$ cat src/rtl/display_mux_ctrl.sv
// ---------------------------------------------------------------------------
// display_mux_ctrl
//
// Drives an eight-digit multiplexed seven-segment display, one digit at a
// time. Each digit slot lasts PRESCALE clock cycles. A new 32-bit value is
// captured into a pending register on load. It is copied into the display
// register only at the end of a full frame, so a frame never mixes old and
// new digits. Each digit can be blanked, blinked or given a decimal point.
//
// Parameters
//   PRESCALE     clock cycles per digit slot (2..65535)
//   BLINK_SLOTS  digit slots per blink half-period (8..65535)
//
// Ports
//   clock     in   system clock, rising edge
//   reset_n   in   asynchronous active-low reset
//   value     in   [31:0] eight 4-bit digit codes, digit 0 in bits [3:0]
//   load      in   single-cycle capture request for value
//   digit_en  in   [7:0] per-digit enable, 0 forces the digit dark
//   point     in   [7:0] per-digit decimal point request, 1 = lit
//   blink_en  in   [7:0] per-digit blink request
//   busy      out  high while a captured value waits for its frame commit
//   nibble    out  [3:0] code of the active digit for the segment LUT
//   anode     out  [7:0] digit drive, active low, bit k = digit k
//   dp        out  decimal point drive, active low
// ---------------------------------------------------------------------------
module display_mux_ctrl #(
  parameter int unsigned PRESCALE    = 10000,
  parameter int unsigned BLINK_SLOTS = 256
) (
  input  logic        clock,
  input  logic        reset_n,
  input  logic [31:0] value,
  input  logic        load,
  input  logic [7:0]  digit_en,
  input  logic [7:0]  point,
  input  logic [7:0]  blink_en,
  output logic        busy,
  output logic [3:0]  nibble,
  output logic [7:0]  anode,
  output logic        dp
);

  localparam logic [15:0] PrescMax = 16'(PRESCALE - 1);
  localparam logic [15:0] BlinkMax = 16'(BLINK_SLOTS - 1);
  localparam logic [31:0] AllBlank = 32'hEEEE_EEEE;
  localparam logic [3:0]  BlankCode = 4'hE;

  logic [15:0] prescCnt_q, prescCnt_d;
  logic [2:0]  slotIdx_q, slotIdx_d;
  logic [15:0] blinkCnt_q, blinkCnt_d;
  logic        blinkOn_q, blinkOn_d;
  logic [31:0] pending_q, pending_d;
  logic [31:0] display_q, display_d;
  logic        busy_q, busy_d;
  logic [7:0]  anode_q, anode_d;
  logic [3:0]  nibble_q, nibble_d;
  logic        dp_q, dp_d;

  logic tick;
  logic frameEnd;
  logic visible;

  assign tick     = (prescCnt_q == PrescMax);
  assign frameEnd = tick && (slotIdx_q == 3'd7);

  // Slot timing: the prescaler produces one tick per slot, the slot index
  // walks the eight digits, and the blink counter flips the blink phase
  // every BLINK_SLOTS ticks.
  always_comb begin
    prescCnt_d = prescCnt_q + 16'd1;
    slotIdx_d  = slotIdx_q;
    blinkCnt_d = blinkCnt_q;
    blinkOn_d  = blinkOn_q;
    if (tick) begin
      prescCnt_d = 16'd0;
      slotIdx_d  = slotIdx_q + 3'd1;
      if (blinkCnt_q == BlinkMax) begin
        blinkCnt_d = 16'd0;
        blinkOn_d  = ~blinkOn_q;
      end else begin
        blinkCnt_d = blinkCnt_q + 16'd1;
      end
    end
  end

  // Load/commit handshake. The commit reads the old pending value, so a
  // load landing on the commit edge keeps its new value pending and busy
  // stays set for the next frame.
  always_comb begin
    pending_d = pending_q;
    display_d = display_q;
    busy_d    = busy_q;
    if (frameEnd && busy_q) begin
      display_d = pending_q;
      busy_d    = 1'b0;
    end
    if (load) begin
      pending_d = value;
      busy_d    = 1'b1;
    end
  end

  // Output stage: decode the current slot into one anode, its nibble and
  // decimal point. Enables are applied live so they act on the next update.
  always_comb begin
    visible  = digit_en[slotIdx_q] && (!blink_en[slotIdx_q] || blinkOn_q);
    anode_d  = 8'hFF;
    nibble_d = BlankCode;
    dp_d     = 1'b1;
    if (visible) begin
      anode_d[slotIdx_q] = 1'b0;
      nibble_d           = display_q[{slotIdx_q, 2'b00} +: 4];
      dp_d               = ~point[slotIdx_q];
    end
  end

  always_ff @(posedge clock or negedge reset_n) begin
    if (!reset_n) begin
      prescCnt_q <= 16'd0;
      slotIdx_q  <= 3'd0;
      blinkCnt_q <= 16'd0;
      blinkOn_q  <= 1'b1;
      pending_q  <= AllBlank;
      display_q  <= AllBlank;
      busy_q     <= 1'b0;
      anode_q    <= 8'hFF;
      nibble_q   <= BlankCode;
      dp_q       <= 1'b1;
    end else begin
      prescCnt_q <= prescCnt_d;
      slotIdx_q  <= slotIdx_d;
      blinkCnt_q <= blinkCnt_d;
      blinkOn_q  <= blinkOn_d;
      pending_q  <= pending_d;
      display_q  <= display_d;
      busy_q     <= busy_d;
      anode_q    <= anode_d;
      nibble_q   <= nibble_d;
      dp_q       <= dp_d;
    end
  end

  assign busy   = busy_q;
  assign anode  = anode_q;
  assign nibble = nibble_q;
  assign dp     = dp_q;

endmodule

$ cat config.mk
export PLATFORM = sky130hd
export DESIGN_NAME = display_mux_ctrl
export DESIGN_NICKNAME = d
export VERILOG_FILES = /design/src/rtl/display_mux_ctrl.sv
export SDC_FILE = /design/constraint.sdc
export NUM_CORES = 1
export LEC_CHECK = 0
export ABC_AREA = 1
export BUFFER_PORTS_ARGS = -buffer_cell sky130_fd_sc_hd__clkbuf_2
export CAP_MARGIN = 0
export CORE_AREA = 4 4 130 101
export DETAILED_ROUTE_END_ITERATION = 6
export DIE_AREA = 0 0 134 105
export PLACE_DENSITY = 0.74
export SYNTH_ARGS = -nofsm -noshare
export SYNTH_HDL_FRONTEND = slang
export SYNTH_SLANG_ARGS = --single-unit
$ cat constraint.sdc
create_clock -name clock -period 3 [get_ports clock]
set_input_delay 0.3 -clock clock [delete_from_list [all_inputs] [get_ports clock]]
set_output_delay 0.3 -clock clock [all_outputs]
set_load 0.005 [all_outputs]
After elaboration in Yosys (flattened, before gate mapping) --
Index checks and enable logic that the tools add are counted.
Word-level totals: flip-flop bits (word level) 114, input bits 59, output and inout port bits 14, logic and storage cells 45
Operators by class: $add $sub $neg 3, magnitude comparators 2, equality and inequality tests 3, shift-type cells 1, mux-type cells 15, bitwise operators 3, reduce and logical (&&, ||, !) cells 8
Operators with widths (count):
- 16-bit by 1-bit adder with 16-bit output (second input constant) | 2
- 16-bit 2-to-1 mux | 2
- 32-bit by 6-bit variable part select with 4-bit output | 1
- 16-bit by 14-bit equality test with 1-bit output (second input constant) | 1
- 16-bit by 8-bit equality test with 1-bit output (second input constant) | 1
- 1-bit binary-select mux with 3-bit select | 3
- 8-bit 2-to-1 mux | 1
- 8-bit inverter | 1
- 1-bit 2-to-1 mux | 7
- 1-bit logical AND | 4
- 3-bit by 4-bit less-than comparator with 1-bit output (second input constant) | 1
- 4-bit 2-to-1 mux | 1
- 3-bit by 1-bit adder with 3-bit output (second input constant) | 1
- 1-bit demux with 3-bit select | 1
- 3-bit equality test (second input constant) | 1
- 3-bit by 1-bit greater-or-equal comparator with 1-bit output (second input constant) | 1
- 1-bit inverter | 2
- 2-bit AND reduction | 1
- 2-bit nonzero test | 1
- 1-bit logical NOT | 1
- 1-bit logical OR | 1

Logic depth before layout (Yosys ltp) --
Gate-level depths: netlist of the first run.
depth in word-level cells 6, mapped depth 11, depth with buffers taken out 10

Least setup slack after synthesis of the first run --
No wires, ideal clock.
path type flip-flop to flip-flop, start point reg prescCnt_q[0], end point reg display_q[12], library setup time 0.117 ns, arrival time 1.343 ns, required time 2.883 ns, path slack 1.540 ns, cell stages (with the launch flop) 10, buffers on the path 1, period minus slack after synthesis 1.460 ns, path through dfrtp_1 -> ha_1 -> nand2_1 -> nor2_2 -> inv_1 -> nor2_4 -> nand4_4 -> buf_6 -> nand2_2 -> o21ai_2
On the way: longest elaborated chain between the ends 3
RTL lines:
- start: declaration | RTL line 49 | logic [15:0] prescCnt_q, prescCnt_d;
- start signal: assignment | RTL line 131 | prescCnt_q <= prescCnt_d;
- 16-bit by 14-bit equality test with 1-bit output | RTL line 64 | assign tick = (prescCnt_q == PrescMax);
- 1-bit logical AND | RTL line 65 | assign frameEnd = tick && (slotIdx_q == 3'd7);
- 1-bit logical AND | RTL line 94 | if (frameEnd && busy_q) begin
- end signal: assignment | RTL line 125 | display_q <= AllBlank;
- end signal: assignment | RTL line 136 | display_q <= display_d;
- end: declaration | RTL line 54 | logic [31:0] display_q, display_d;
No other way between the ends. A chain may end at the register's enable or synchronous reset.

Final worst setup path of the first run --
start point reg slotIdx_q[1], end point reg display_q[1]
On the way: longest elaborated chain between the ends 3
RTL lines:
- start: declaration | RTL line 50 | logic [2:0] slotIdx_q, slotIdx_d;
- start signal: assignment | RTL line 132 | slotIdx_q <= slotIdx_d;
- 3-bit equality test | RTL line 65
- 1-bit logical AND | RTL line 65
- 1-bit logical AND | RTL line 94
No other way between the ends.

==> results of run 1 <==
-- routing by layer --
layer	track usage (%)	routed length, µm	vias up
met5	0	0	-
met2	27.0	5620	127
met3	4.81	675	17
met4	6.53	148	0
li1	-	-	2339
met1	27.3	6080	2146
-- cells by family after synthesis --
group	after synthesis	synth area share, %
AO/OA/AOI/OAI	103	11.0
XOR/XNOR	14	2.12
adder cells (fa/ha/maj)	4	0.864
buffers and inverters	110	8.68
flip-flops	114	50.6
AND/OR/NAND/NOR	349	26.8
-- power by group through the flow --
stage	clock network (µW)	logic, µW	registers [µW]
6_report	2110	169	1620
4_1_cts	2150	173	1620
3_5_place_dp	0	171	1640
5_1_grt	2230	197	1620
2_1_floorplan	0	76.3	1640
3_3_place_gp	0	167	1640
-- Yosys cell counts --
cell and number:
nand2_1 197, inv_1 77, dfstp_2 61, o21ai_0 56, dfrtp_1 53, nor2_1 41
nand3_1 38, o21ai_2 32, nand2_2 28, nor3_1 18, nand4_1 14, xor2_1 12
clkbuf_1 9, a21oi_1 8, buf_4 8, buf_6 7, o21ai_1 7, buf_2 6
ha_1 4, nor2_2 4, inv_2 2, nor2_4 2, or2_2 2, xnor2_1 2
and2_1 1, clkinv_1 1, nand3_2 1, nand3b_1 1, nand4_2 1, nand4_4 1
-- layout make-up --
class / count / share of cell area (%)
Clock buffer: 19 / 6.46
Clock inverter: 13 / 2.70
Inverter: 80 / 4.38
Multi-Input combinational cell: 470 / 34.4
Sequential cell: 114 / 42.7
Tap cell: 166 / 3.03
Timing Repair Buffer: 79 / 6.28
-- tightest hold or removal path: stages --
cell,delay [ns]
clkbuf_2,0.08
nand2_1,0.05
o21ai_0,0.07
-- cells in the final DEF (no fill, tap or decap) --
master and n:
inv_1 77, o21ai_0 56, or2_2 2, nand4_2 1, clkbuf_8 1, clkbuf_2 71
o21ai_2 32, and2_1 1, ha_1 4, nand3_1 38, nor2_2 4, dfrtp_1 53
clkinvlp_4 5, nand3b_1 1, clkbuf_16 17, nor3_1 18, nand2_1 197, clkinv_4 2
nand4_4 1, dfstp_2 61, nor2_4 2, o21ai_1 7, clkinv_2 2, xor2_1 12
bufinv_16 4, a21oi_1 8, dlygate4sd3_1 1, nand2_2 28, clkinv_1 1, nand4_1 14
buf_4 6, inv_2 2, nand3_2 1, xnor2_1 2, nor2_1 41, clkbuf_1 1
buf_12 1
-- stage by stage --
stage,hold slack (ns),power (µW)
after floorplan,0.00441,1720
after global placement,0.402,1810
after detailed placement,0.408,1810
after CTS,0.0781,3940
after global routing,0.0922,4050
final,0.0949,3900
-- flip-flops by register name, indices dropped and copies added (netlist names) --
name	flops
anode	8
blinkCnt_q	16
blinkOn_q	1
busy	1
display_q	32
dp	1
nibble	4
pending_q	32
prescCnt_q	16
slotIdx_q	3
-- worst min path at each step --
stage	start	end	slack, ns	cells past startpoint
after floorplan	reset_n	blinkCnt_q[0]$_DFFE_PN0N_	0.004	0
after global placement	reset_n	pending_q[12]$_DFFE_PN0P_	0.40	1
after detailed placement	reset_n	display_q[12]$_DFFE_PN0P_	0.41	1
after CTS	value[6]	pending_q[6]$_DFFE_PN1P_	0.08	3
after global routing	value[22]	pending_q[22]$_DFFE_PN1P_	0.09	3
final	value[6]	pending_q[6]$_DFFE_PN1P_	0.09	3
==> impl_metrics.toml, run 1 <==
[worst_setup_path]
sequence_of_cells_on_the_critical_path = "ha_1, ha_1, nand4_4, buf_4, nand2_1, o21ai_2"
cell_repeated_most_along_the_worst_path = "ha_1"
crit_arrival_ns = 2.65
rr_endpoint = "display_q[1]$_DFFE_PN1P_"
critPathMaxFanout = 64
worst_ep_required_time_ns = 3.33
worst_setup_path_start_kind = "flip-flop"
crit_path_end_kind = "flip-flop"
crit_path_start = "slotIdx_q[1]$_DFFE_PN0N_"
setup.worst_path.class = "flip-flop to flip-flop"
timing.critical_path.slowest_stage_cell = "buf_4"
worst_path_depth = 6
worst-r2r-cell-count = 6
critPathCapture = "display_q[1]$_DFFE_PN1P_"
path_delay_family = "buffers and inverters"
slowest_delay_ns = 0.74
worst-path-buf-inv = 1
flop2flop_setup_slack_ns = 0.68
worst_r2r_startpoint = "slotIdx_q[1]$_DFFE_PN0N_"

[clock_tree]
cts.sink_count = 114
root_buf_cell = "clkbuf_16"
post_cts_resize_count = 0
tritoncts = "yes"
worstSkewPairLatency_ns = 0.41
post-cts-setup-buffer-count = 0
cts-hold-fix-buffers = 1
cts-buffers-inserted = 17
cts_max_path_buffers = 2
h-tree-depth = 4
cts.clk_slew.worst_paths_ns = 0.05

[synthesis]
yosysTopAreaCellShare_pct = 27.7
cells_after_synthesis = 694
synthesized_area_um2 = 5790
synth_top_cells_by_area = "dfstp_2 28%, dfrtp_1 23%, nand2_1 13%"
avgSynthCellArea_um2 = 8.35
yosysUniqueCellTypes = 30
netlist.top_cell.by_area = "dfstp_2"
seq_area_frac_synth_pct = 50.6
yosysWarningCount = 0
synth.ff_latch_count = 114
net_count_after_synthesis = 757

[pwr]
clockPowerShare_pct = 54.2
power_frac_seq_pct = 41.5
comb_power_share_pct = 4.3
static-leakage-power_uw = 0.00320
vdd_ir_drop_max_mv = 0.394
p_int_uw = 3070
switching_power_uw = 826
power_density_over_the_cells_nw_per_um2 = 569
power.switching_fraction_pct = 21.2

[final_layout]
area_growth_pct = 18.4
layout.cell_area.non_filler_um2 = 6860
fillerInstances = 1045
n_antenna_cell = 0
multi_input_area_um2 = 2360
drive_gt1_share_pct = 31.4
final_cell_count_no_fill = 941
final_net_count = 825
ff_latch_area_um2 = 2930
utilization_pct = 57.4

[sta]
rsz_0062_raised_after_global_routing = "no"
finalSetupViolCount = 0
min_period_over_period_pct = 77.3
finalWorstPathRequiredPeriod_ns = 2.32
finClkSkew_ns = 0.00720
fmax_ghz = 0.431
max_slew.worst_pin.slew_ns = 1.03
hold_viol = 0
layout_setup_ws_ns = 0.680
worst_slew_margin_rel_pct = 31.1
slew_viol_final = 0
fin_setup_tns_ns = 0

[drt]
wl_per_cell_um = 13.3
dr.first_iter.drc_count = 328
drtPass1Iterations = 5
post_drt_via_cell_ratio = 4.92
route.final.wire_length_um = 12500
vias = 4629
drt.antenna.violating_nets = 0
drc_errors = 0

[place]
hpwl_um = 8960
port_buffers = 72
gp_routability_congestion = 0.905
placed_area_um2 = 6220
place_inst = 908
dp_worst_setup_slack_ns = 0.701

[global_routing]
grt-ovfl-total = 0
global_route_wire_length_before_repair_um = 21300
first_global_vias = 4428
pin_count_of_the_biggest_net_entering_global_routing = 66
number_of_antenna_violations_at_the_first_check_in_global_routing = 0
global_route.usage.total_pct = 18.7

[die]
io_pins = 73
initial_core_util_pct = 48.5
dieWidth_um = 134
die_footprint_um2 = 14100
core_region_area_um2 = 12000
floorplan.die.height_um = 105
std_cell_rows = 35

[hold_path]
min-delay-path-class = "input pin to flip-flop"

[run]
drv_cap = 0

[run_status]
outcome = "finished, final reports clean"
Note: power is estimated with default switching activity, not from simulation.
==> inputs of run 2 (changes only) <==
- ABC_AREA: 1 -> 0
- CORE_AREA: 4 4 130 101 -> 4 4 123 96
- DIE_AREA: 0 0 134 105 -> 0 0 127 100
- PLACE_DENSITY: 0.74 -> 0.78
- clock period: 3 -> 1.85 ns (I/O delays scaled with it)
==> run 2 against run 1 <==
Against the previous run:
- the flow now finishes with violations (setup timing)
- synthesized cell count is 44% lower
- critical path type unchanged
- worst setup slack lost 0.74 ns
- clock power grew 56%
- largest power group unchanged
==> impl_metrics.toml, run 2 <==
[synthesis]
netlist.top_cell.by_area = "dfstp_2"
cells_after_synthesis = 389
yosysUniqueCellTypes = 52
fraction_of_registers_with_async_set_or_reset_after_synthesis_pct = 100
avgSynthCellArea_um2 = 13.4
synth_top_cells_by_area = "dfstp_2 31%, dfrtp_1 25%, mux2_4 8.6%"
yosysTopAreaCellShare_pct = 30.7
synth.ff_latch_count = 114
synth_ff_type = "dfstp_2"
synth_common_cells = "61 x dfstp_2, 53 x dfrtp_1, 37 x nand2_1"
net_count_after_synthesis = 452
yosysWarningCount = 0
post-synth-top-count-cell = "dfstp_2"
synthesized_area_um2 = 5220
synth_edf_count = 0
seq_area_frac_synth_pct = 56.1

[drt]
drtPass1Iterations = 4
wl_per_cell_um = 17.1
drt.antenna.violating_nets = 0
route.final.wire_length_um = 11400
post_drt_via_cell_ratio = 5.37
dr.first_iter.drc_count = 354
drc_errors = 0
vias = 3583

[sta]
fmax_ghz = 0.525
rsz_0062_raised_after_global_routing = "yes"
hold_viol = 0
min_period_over_period_pct = 103
finalSetupViolCount = 1
finalWorstPathRequiredPeriod_ns = 1.91
slew_viol_final = 0
finClkSkew_ns = 0.00884
layout_setup_ws_ns = -0.0564
worst_slew_margin_rel_pct = 66.0
fin_setup_tns_ns = -0.0564
max_slew.worst_pin.slew_ns = 0.510

[worst_setup_path]
flop2flop_setup_slack_ns = -0.06
rr_endpoint = "nibble[3]$_DFF_PN1_"
timing.critical_path.slowest_stage_cell = "or4b_1"
crit_arrival_ns = 2.24
worst-r2r-cell-count = 4
crit_path_end_kind = "flip-flop"
critPathMaxFanout = 4
sequence_of_cells_on_the_critical_path = "or4b_1, o21ai_1, o32a_1, or4b_4"
slowest_delay_ns = 0.51
worst_r2r_startpoint = "slotIdx_q[2]$_DFFE_PN0N_"
worst_setup_path_start_kind = "flip-flop"
critPathCapture = "nibble[3]$_DFF_PN1_"
setup.worst_path.class = "flip-flop to flip-flop"
worst_ep_required_time_ns = 2.18
crit_path_start = "slotIdx_q[2]$_DFFE_PN0N_"

[run]
drv_cap = 0

[final_layout]
fillerInstances = 764
utilization_pct = 64.1
most-common-layout-cells = "71 x clkbuf_2, 61 x dfstp_2, 52 x dfrtp_1, 37 x nand2_1, 34 x mux2_2"
most_frequent_standard_cell_in_the_layout_excluding_fill_and_tap_cells = "clkbuf_2"
area_growth_pct = 30.8
drive_gt1_share_pct = 52.8
n_antenna_cell = 0
reg_top3 = "display_q (32), pending_q (32)"
final_net_count = 577

[clock_tree]
cts.clk_slew.worst_paths_ns = 0.05
h-tree-depth = 4
tritoncts = "yes"
root_buf_cell = "clkbuf_16"
cts_max_path_buffers = 2
worstSkewPairLatency_ns = 0.41
cts-buffers-inserted = 17
cts.sink_count = 114

[run_status]
outcome = "finished with violations"
violations = "setup timing"

[pwr]
static-leakage-power_uw = 0.00299
power_uw = 6260
vdd_ir_drop_max_mv = 0.750
power_density_over_the_cells_nw_per_um2 = 917

[die]
io_pins = 73
initial_core_util_pct = 49.0
die_footprint_um2 = 12700
std_cell_rows = 33
dieWidth_um = 127
core_region_area_um2 = 10700
floorplan.die.height_um = 100

[global_routing]
number_of_antenna_violations_at_the_first_check_in_global_routing = 0
grt-ovfl-total = 0
global_route.usage.total_pct = 19.0
global_route_wire_length_before_repair_um = 18900
first_global_vias = 3761
pin_count_of_the_biggest_net_entering_global_routing = 38

[place]
hpwl_um = 7520
port_buffers = 72
gp_routability_congestion = 0.814

[hold_path]
min-delay-path-class = "input pin to flip-flop"
## run 2: critical path: cells and delay by family (launching register included)
kind | cells | cell delay (ns)
AOI/OAI and AO/OA | 2 | 0.40
DFF | 1 | 0.43
and+or+nand+nor | 2 | 0.99
## run 2: per-layer routing
metal	part of all wire, %	up-vias	global-route usage, %	wire, µm
met5	0	-	0	0
met1	43	1800	23.8	4960
li1	-	1660	-	-
met4	2.0	0	7.17	231
met3	4.8	23	6.33	552
met2	50	100	30.9	5660
## run 2: worst min-delay path by stage
stage | from | to | slack (ns) | depth (start not counted)
floorplan | reset_n | blinkCnt_q[0]$_DFFE_PN0N_ | -0.11 | 0
global placement | reset_n | display_q[12]$_DFFE_PN0P_ | 0.19 | 1
detailed placement | reset_n | display_q[12]$_DFFE_PN0P_ | 0.19 | 1
CTS | value[9] | pending_q[9]$_DFFE_PN1P_ | 0.00004 | 2
global route | value[5] | pending_q[5]$_DFFE_PN1P_ | 0.002 | 2
finish | value[9] | pending_q[9]$_DFFE_PN1P_ | 0.01 | 2
## run 2: area by class of cell
type                    count  area [µm²]  share of cell area [%]
clock buffers              21         482                    7.06
clock inverters            11         125                    1.83
multi-input cells         253        2210                    32.4
flip-flops and latches    114        2930                    42.9
well taps                 140         175                    2.57
repair buffers            128         905                    13.3
## run 2: repair_timing
item                                    in CTS  in global routing
endpoints found under the setup margin      39                 37
setup buffers                                2                  3
cloned                                       0                  1
hold buffers                                20                  0
pin swaps                                    2                  6
resized for setup                            5                  4
hold endpoints to repair                    43                  0
## run 2: logic make-up (layout without fill, tap and decap cells)
group           Yosys count  after routing  synth area share (%)
flops                   114            114                  56.1
simple gates            112            112                  11.8
fa+ha+maj                 4              4                 0.959
xor+xnor                 24             24                  4.03
mux                      84             84                  21.1
buf+inv                  22            160                  2.35
compound gates           29             29                  3.69
## run 2: power by group
part           internal [µW]  leakage, µW  switching (µW)  total (µW)
Combinational            167      0.00136             122         289
Sequential              2620      0.00134            45.8        2670
Clock                   2140     0.000299            1170        3300
Total                   4920      0.00299            1340        6260
## run 2: through the flow
| stage | hold WS [ns] | area (µm²) | setup WS, ns | std cells |
|---|---|---|---|---|
| global route | 0.00233 | 6830 | -0.0820 | 667 |
| global placement | 0.186 | 5920 | -0.0736 | 610 |
| floorplan | -0.111 | 5240 | -0.0204 | 389 |
| detailed placement | 0.186 | 5920 | -0.127 | 610 |
| CTS | 0.0000361 | 6770 | -0.0185 | 664 |
| finish | 0.0145 | 6830 | -0.0564 | 667 |
